`config.mk`:
```
export PLATFORM = sky130hd
export DESIGN_NAME = button_debounce
export DESIGN_NICKNAME = d
export VERILOG_FILES = /design/src/rtl/button_debounce.sv
export SDC_FILE = /design/constraint.sdc
export NUM_CORES = 1
export LEC_CHECK = 0
export ABC_AREA = 1
export BUFFER_PORTS_ARGS = -buffer_cell sky130_fd_sc_hd__buf_2
export CAP_MARGIN = 20
export CORE_MARGIN = 2
export CORE_UTILIZATION = 45
export CTS_CLUSTER_SIZE = 10
export DETAILED_ROUTE_END_ITERATION = 10
export MAX_ROUTING_LAYER = met4
export PLACE_DENSITY = 0.62
export SETUP_SLACK_MARGIN = 0.02
export SYNTH_ARGS = -nofsm -noshare
export SYNTH_HDL_FRONTEND = slang
export SYNTH_SLANG_ARGS = --single-unit
```
`constraint.sdc`:
```
create_clock -name clk -period 1.78 [get_ports clk]
set_input_delay 0.267 -clock clk [delete_from_list [all_inputs] [get_ports clk]]
set_output_delay 0.267 -clock clk [all_outputs]
set_load 0.005 [all_outputs]
```
`src/rtl/button_debounce.sv`:
```
// Push-button conditioner: two-flop synchroniser, stable-level debounce FSM, press/release/long strobes.
// Optional long-press detection is built only when BTN_LONG_PRESS_EN is defined; otherwise btn_long is 0.
module button_debounce #(
  parameter logic [31:0] DEBOUNCE_CYCLES = 32'd2_000_000,
  parameter logic [31:0] LONG_CYCLES     = 32'd100_000_000
) (
  input  logic clk,
  input  logic rst,
  input  logic btn_raw,
  output logic btn_level,
  output logic btn_pulse,
  output logic btn_release,
  output logic btn_long
);

  localparam logic [1:0] IDLE         = 2'd0;
  localparam logic [1:0] PRESS_WAIT   = 2'd1;
  localparam logic [1:0] PRESSED      = 2'd2;
  localparam logic [1:0] RELEASE_WAIT = 2'd3;

  logic        s1_r;
  logic        s2_r;
  logic [1:0]  state_r;
  logic [1:0]  state_nx_s;
  logic [31:0] dcnt_r;
  logic [31:0] dcnt_nx_s;
  logic        level_r;
  logic        pulse_r;
  logic        release_r;
  logic        level_nx_s;
  logic        pulse_nx_s;
  logic        release_nx_s;

  // Two-flop synchroniser for the asynchronous pad
  always_ff @(posedge clk) begin
    if (rst) begin
      s1_r <= 1'b0;
      s2_r <= 1'b0;
    end else begin
      s1_r <= btn_raw;
      s2_r <= s1_r;
    end
  end

  // Debounce next-state logic: a level is accepted only after DEBOUNCE_CYCLES stable samples
  always_comb begin
    state_nx_s   = state_r;
    dcnt_nx_s    = dcnt_r;
    pulse_nx_s   = 1'b0;
    release_nx_s = 1'b0;
    case (state_r)
      IDLE: begin
        if (s2_r) begin
          state_nx_s = PRESS_WAIT;
          dcnt_nx_s  = 32'd0;
        end else begin
          state_nx_s = IDLE;
        end
      end
      PRESS_WAIT: begin
        if (!s2_r) begin
          state_nx_s = IDLE;
        end else if (dcnt_r == DEBOUNCE_CYCLES - 32'd1) begin
          state_nx_s = PRESSED;
          pulse_nx_s = 1'b1;
        end else begin
          dcnt_nx_s = dcnt_r + 32'd1;
        end
      end
      PRESSED: begin
        if (!s2_r) begin
          state_nx_s = RELEASE_WAIT;
          dcnt_nx_s  = 32'd0;
        end else begin
          state_nx_s = PRESSED;
        end
      end
      RELEASE_WAIT: begin
        // A return to 1 here is contact bounce: resume PRESSED silently
        if (s2_r) begin
          state_nx_s = PRESSED;
        end else if (dcnt_r == DEBOUNCE_CYCLES - 32'd1) begin
          state_nx_s   = IDLE;
          release_nx_s = 1'b1;
        end else begin
          dcnt_nx_s = dcnt_r + 32'd1;
        end
      end
      default: begin
        state_nx_s = IDLE;
        dcnt_nx_s  = 32'd0;
      end
    endcase
    level_nx_s = (state_nx_s == PRESSED) || (state_nx_s == RELEASE_WAIT);
  end

  // FSM state, debounce counter and registered level/strobe outputs
  always_ff @(posedge clk) begin
    if (rst) begin
      state_r   <= IDLE;
      dcnt_r    <= 32'd0;
      level_r   <= 1'b0;
      pulse_r   <= 1'b0;
      release_r <= 1'b0;
    end else begin
      state_r   <= state_nx_s;
      dcnt_r    <= dcnt_nx_s;
      level_r   <= level_nx_s;
      pulse_r   <= pulse_nx_s;
      release_r <= release_nx_s;
    end
  end

  assign btn_level   = level_r;
  assign btn_pulse   = pulse_r;
  assign btn_release = release_r;

`ifdef BTN_LONG_PRESS_EN
  logic [31:0] hcnt_r;
  logic [31:0] hcnt_nx_s;
  logic        long_r;
  logic        long_nx_s;
  logic        held_s;

  assign held_s = (state_r == PRESSED) || (state_r == RELEASE_WAIT);

  // Hold counter: cleared on press acceptance, saturates so btn_long fires once per press
  always_comb begin
    hcnt_nx_s = hcnt_r;
    long_nx_s = 1'b0;
    if (pulse_nx_s) begin
      hcnt_nx_s = 32'd0;
    end else if (held_s) begin
      if (hcnt_r != LONG_CYCLES) begin
        hcnt_nx_s = hcnt_r + 32'd1;
      end else begin
        hcnt_nx_s = hcnt_r;
      end
      // An accepted release on the same edge wins, keeping strobes exclusive
      if ((hcnt_r == LONG_CYCLES - 32'd1) && !release_nx_s) begin
        long_nx_s = 1'b1;
      end else begin
        long_nx_s = 1'b0;
      end
    end else begin
      hcnt_nx_s = hcnt_r;
    end
  end

  // Hold counter and registered long-press strobe
  always_ff @(posedge clk) begin
    if (rst) begin
      hcnt_r <= 32'd0;
      long_r <= 1'b0;
    end else begin
      hcnt_r <= hcnt_nx_s;
      long_r <= long_nx_s;
    end
  end

  assign btn_long = long_r;
`else
  logic unused_long_cfg_s;
  assign unused_long_cfg_s = ^LONG_CYCLES;
  assign btn_long          = 1'b0;
`endif

endmodule
```
-- Word-level counts from Yosys, hierarchy flattened
Cells that the tools add are included.
- reduce and logical (&&, ||, !) cells: 5
- shift operators: 0
- add/subtract/negate cells: 1
- $lt $le $gt $ge: 0
- muxes and demuxes: 14
- div/mod/pow operators: 0
- equal/unequal tests: 10
- multipliers: 0
- bitwise operators: 3
- operators with widths (cell ; count):
    two-way mux 32 bit ; 5
    one-hot mux 32 bit (4 select lines) ; 1
    adder 32 x 1 -> 32 bit, second input constant ; 1
    == test 32 x 21 -> 1 bit, second input constant ; 1
    == test 2 bit, second input constant ; 4
    two-way mux 2 bit ; 4
    inequality test 2 bit, second input constant ; 4
    one-hot mux 2 bit (4 select lines) ; 1
    OR reduction 3 bit ; 2
    AND reduction 4 bit ; 1
    two-way mux 1 bit ; 3
    NOT 1 bit ; 3
    == test 2 x 1 -> 1 bit, second input constant ; 1
    logical NOT 2 bit ; 1
    logical OR 1 bit ; 1
- memories kept: 0
- flip-flop bits (word level): 39
- ROM bits: 0
- bits in latches: 0
- output and inout bits: 4
- logic and storage cells: 40
- RAM bits: 0
- input port bits: 3

-- Logic depth before layout (Yosys ltp)
- word-level depth: 6
- gate-level depth with buffers: 11
- gate-level depth less buffers: 11

-- Worst setup path before layout
Ideal clock, no wire load.
- kind: register to register
- from: register dcnt_r[0]
- to: register dcnt_r[30]
- data required time: 1667 ps
- library setup time: 113 ps
- buffers on the path: 1
- cell stages (with the launch flop): 12
- slack: 187 ps
- arrival time: 1481 ps
- period minus slack after synthesis: 1593 ps
- cells stage by stage: dfxtp_1 > ha_1 > inv_1 > nor2_4 > nand3_2 > nor2_4 > nand3_4 > nand2_8 > buf_12 > nor2_1 > nor2_1 > nor2_1
- word-level cells in the longest chain between the ends: 4
- elaborated cells on any way between the ends: 6
- those cells by class: add/sub (1); eq/ne (1); mux (4)
- ends and longest elaborated chain (what ; RTL line ; text):
    start, declared ; 25 ; logic [31:0] dcnt_r;
    start signal, assigned ; 107 ; dcnt_r <= dcnt_nx_s;
    adder 32 x 1 -> 32 bit or == test 32 x 21 -> 1 bit (tied branches) ; n/a ;
    two-way mux 32 bit * ; 63, 82 ;
    two-way mux 32 bit (on tied branches) ; 80, 61 ;
    one-hot mux 32 bit (4 select lines) * ; 51 ; case (state_r)
Mark *: on every way between the ends. The rest lies on a longest branch, timed or not. The select of a mux whose other input is x is not followed.
A chain may end at the register's enable or synchronous reset.

-- Worst setup path in the final report
- from: register dcnt_r[26]
- to: register level_r (netlist: btn_level)
- word-level cells in the longest chain between the ends: 6
- elaborated cells on any way between the ends: 9
- those cells by class: eq/ne (3); mux (5); reduce/logical (1)
- ends and longest elaborated chain (what ; RTL line ; text):
    == test 32 x 21 -> 1 bit * ; 63, 82 ;
    two-way mux 2 bit (on tied branches) ; 82, 63 ;
    two-way mux 2 bit (on tied branches) ; 80, 61 ;
    one-hot mux 2 bit (4 select lines) * ; 51 ;
    == test 2 bit ; 94 ; level_nx_s = (state_nx_s == PRESSED) || (state_nx_s == RELEASE_WAIT);
    logical OR 1 bit * ; 94 ;
    end signal, assigned ; 108 ; level_r <= level_nx_s;
    end, declared ; 27 ; logic level_r;
Mark *: on every way between the ends. The rest lies on a longest branch, timed or not.

==> impl_metrics.toml <==
[run_status]
run_status = "finished clean"

[hold_path]
worstHoldPathType = "input port to flip-flop"

[pwr]
power_frac_clock_pct = 48.6
p_leak_nw = 1.13
cellInternalPower_mw = 1.46
power_density_over_the_cells_nw_per_um2 = 633
p_sw_share_pct = 21.8
share_comb_of_total_power_pct = 4.4
power_switching_uw = 407
vdd_drop_max_uv = 535
seq_power_share_pct = 47.0
total_power_mw = 1.87

[sta]
grt_setup_unrepaired = "false"
drv_slew = 0
timing_hold_violations_final = 0
postLayoutSetupSlackWorst_ns = 0.0804
worst_clock_skew_ns = 0.00810
max_freq_mhz = 588
holdWs_ns = 0.166
final_min_period_over_clock_period_pct = 95.5
final.setup.tns_ns = 0
setup_violations_final = 0
timing.final.crit_period_ns = 1.70

[global_routing]
wire_length_of_the_first_global_routing_pass_um = 10400
grt_antenna_before_repair = 0
vias_in_the_first_global_route = 2224
global_route.usage.total_pct = 21.3
globalRouteOverflowTotal = 0
maximum_number_of_pins_on_one_net_before_global_route_repair = 28

[cts]
postCtsHoldBufs = 0
cts.htree.levels = 2
cts_made_buffers = 5
maximum_clock_path_buffer_count = 2
clkLatencyLatePin_ns = 0.30
cts.clk_slew.worst_paths_ns = 0.09
clock_sink_count = 39
cts_tree = "done"
root_buffer = "clkbuf_8"

[final_layout]
area_growth_from_synthesis_to_layout_pct = 16.3
fill_cells = 577
layout_common_cells = "nor2_1 (93), nand2_1 (92), inv_1 (41)"
post-route-util_pct = 53.9
antenna_cells = 0
finalNonFillerCells = 492
mostFrequentLayoutCell = "nor2_1"
net_count_of_the_finished_layout = 423
final_layout_size_suffix_gt1_share_pct = 23.8
stdcell_area_um2 = 2950

[critical_path]
critical-path-max-stage-delay_ns = 0.38
critical_path_buf_inv_count = 1
cp_top_family = "simple AND/OR/NAND/NOR gates"
critical_path.endpoint_type = "flip-flop"
critical-path-slowest-cell = "dfxtp_1"
cp.arrival_ns = 1.89
critPathRequiredTime_ns = 1.97
startpoint_type = "flip-flop"
crit_chain = "nor2_1, and2_0, nand2_1, nor2_2, nand3_4, buf_12, a211oi_1"
path_class = "flip-flop to flip-flop"
worst-path-max-fanout = 7

[synthesis]
ys_top_cells_by_area = "dfxtp_1 (31%), nor2_1 (14%), nand2_1 (14%), inv_1 (6.8%), nand3_1 (4.9%)"
synth_compound_gate_area_share_pct = 6.66
ys_seq_area_share_pct = 30.8
syn-mean-instance-area_um2 = 6.34
postSynthRegisterBits = 39
yosys-mux-area-fraction_pct = 0
synth-warning-count = 0
netlist.area_leader.share_pct = 30.8
post-synth-top-area-cell = "dfxtp_1"
syn_area_um2 = 2540
syn_inst = 400
synth.distinct_cells = 36
synthSimpleGateAreaFrac_pct = 48.0
largest_family_of_logic_cells_by_synthesized_area = "simple AND/OR/NAND/NOR gates"
syn-num-nets = 404
synth_xor_xnor_area_share_pct = 2.76
yosys.area_share.adder_pct = 0.493

[placed_design]
place.detailed.hpwl_um = 4210
dpl-instance-area_um2 = 2640
post-place-ws_ns = 0.0378
gp_routability_congestion = 0.925
port-buffer-count = 5
cell_count_after_placement = 473

[die]
boundaryPins = 7
fp.dieArea_um2 = 6260
placeableCoreArea_um2 = 5470
initial_util_pct = 46.4
fp.dieW_um = 79.1
dieHeight_um = 79.1
placementRows = 27

[detailed_routing]
drcViolationCount = 0
vias_per_cell = 5.02
drt-pass1-iter-count = 4
initialDrtViolationCount = 135
routed_wl_um = 6330
drt-wirelength-per-cell_um = 12.9
route.antenna.remaining_nets = 0
routed-via-count = 2469

[run]
timing.max_cap.violations = 0
==> kinds of logic (layout without fill, tap and decap cells) <==
group                      count (synthesis)  after routing
and+or+nand+nor                          267            269
buffers and inverters                     62             80
DFF                                       39             39
AOI/OAI and AO/OA                         22             22
xor gates and xnor gates                   8              8
adders and majority gates                  1              1
other                                      1              1
==> state kept, by name (all words and copies together), names as in the netlist <==
name / flops
s2_r: 1
s1_r: 1
btn_level: 1
state_r: 2
btn_pulse: 1
btn_release: 1
dcnt_r: 32
==> path summary, 6_finish.rpt <==
check	cells past startpoint	to	slack (ns)	startpoint
worst min register to register	2	s2_r$_SDFF_PP0_	0.41	s1_r$_SDFF_PP0_
worst min-delay path	3	s1_r$_SDFF_PP0_	0.17	btn_raw
worst max register to register	7	btn_level$_SDFF_PP0_	0.08	dcnt_r[26]$_SDFFE_PP0P_
worst max-delay path	7	btn_level$_SDFF_PP0_	0.08	dcnt_r[26]$_SDFFE_PP0P_
==> power by group through the flow <==
stage / logic, mW / clock network (mW) / registers, mW
floorplan: 0.0562 / 0 / 0.899
global placement: 0.0730 / 0 / 0.899
detailed placement: 0.0740 / 0 / 0.899
CTS: 0.0741 / 0.923 / 0.879
global route: 0.0917 / 0.953 / 0.879
finish: 0.0824 / 0.906 / 0.878
==> cells in the mapped netlist (all sizes together) <==
| library cell | n |
|---|---|
| ha | 1 |
| buf | 8 |
| nand2 | 107 |
| a21oi | 14 |
| inv | 50 |
| conb | 1 |
| o21bai | 2 |
| nor4 | 2 |
| xor2 | 8 |
| or2 | 1 |
| clkbuf | 3 |
| a211oi | 2 |
| nand4 | 13 |
| dfxtp | 39 |
| o21ai | 4 |
| nor2 | 104 |
| and2 | 2 |
| nand3 | 28 |
| clkinv | 1 |
| nor3 | 6 |
| nand3b | 4 |
==> routing by layer <==
layer,vias up,global-route usage (%),wire (um)
met5,-,-,0
met4,0,5.17,59
met3,6,3.75,262
met2,48,34.7,3020
met1,1126,27.6,2980
li1,1289,-,-
==> worst reg2reg max path, stage by stage (launching register included) <==
cell and delay [ns]:
dfxtp_1 0.38, nor2_1 0.10, and2_0 0.16, nand2_1 0.09, nor2_2 0.15, nand3_4 0.21
buf_12 0.22, a211oi_1 0.28
==> area by class of cell <==
type | instances | area, um^2 | area share [%]
inverters | 51 | 191 | 6.49
well taps | 72 | 90.1 | 3.05
flip-flops and latches | 39 | 801 | 27.1
clock inverters | 3 | 67.6 | 2.29
multi-input cells | 301 | 1530 | 51.7
repair buffers | 21 | 205 | 6.96
clock buffers | 5 | 68.8 | 2.33
==> what timing repair did <==
item / in CTS / in global routing
resized for setup: 0 / 28
buffers inserted: 0 / 7
setup endpoints to repair: 0 / 27
No activity file was read; power rests on OpenSTA's default activity.
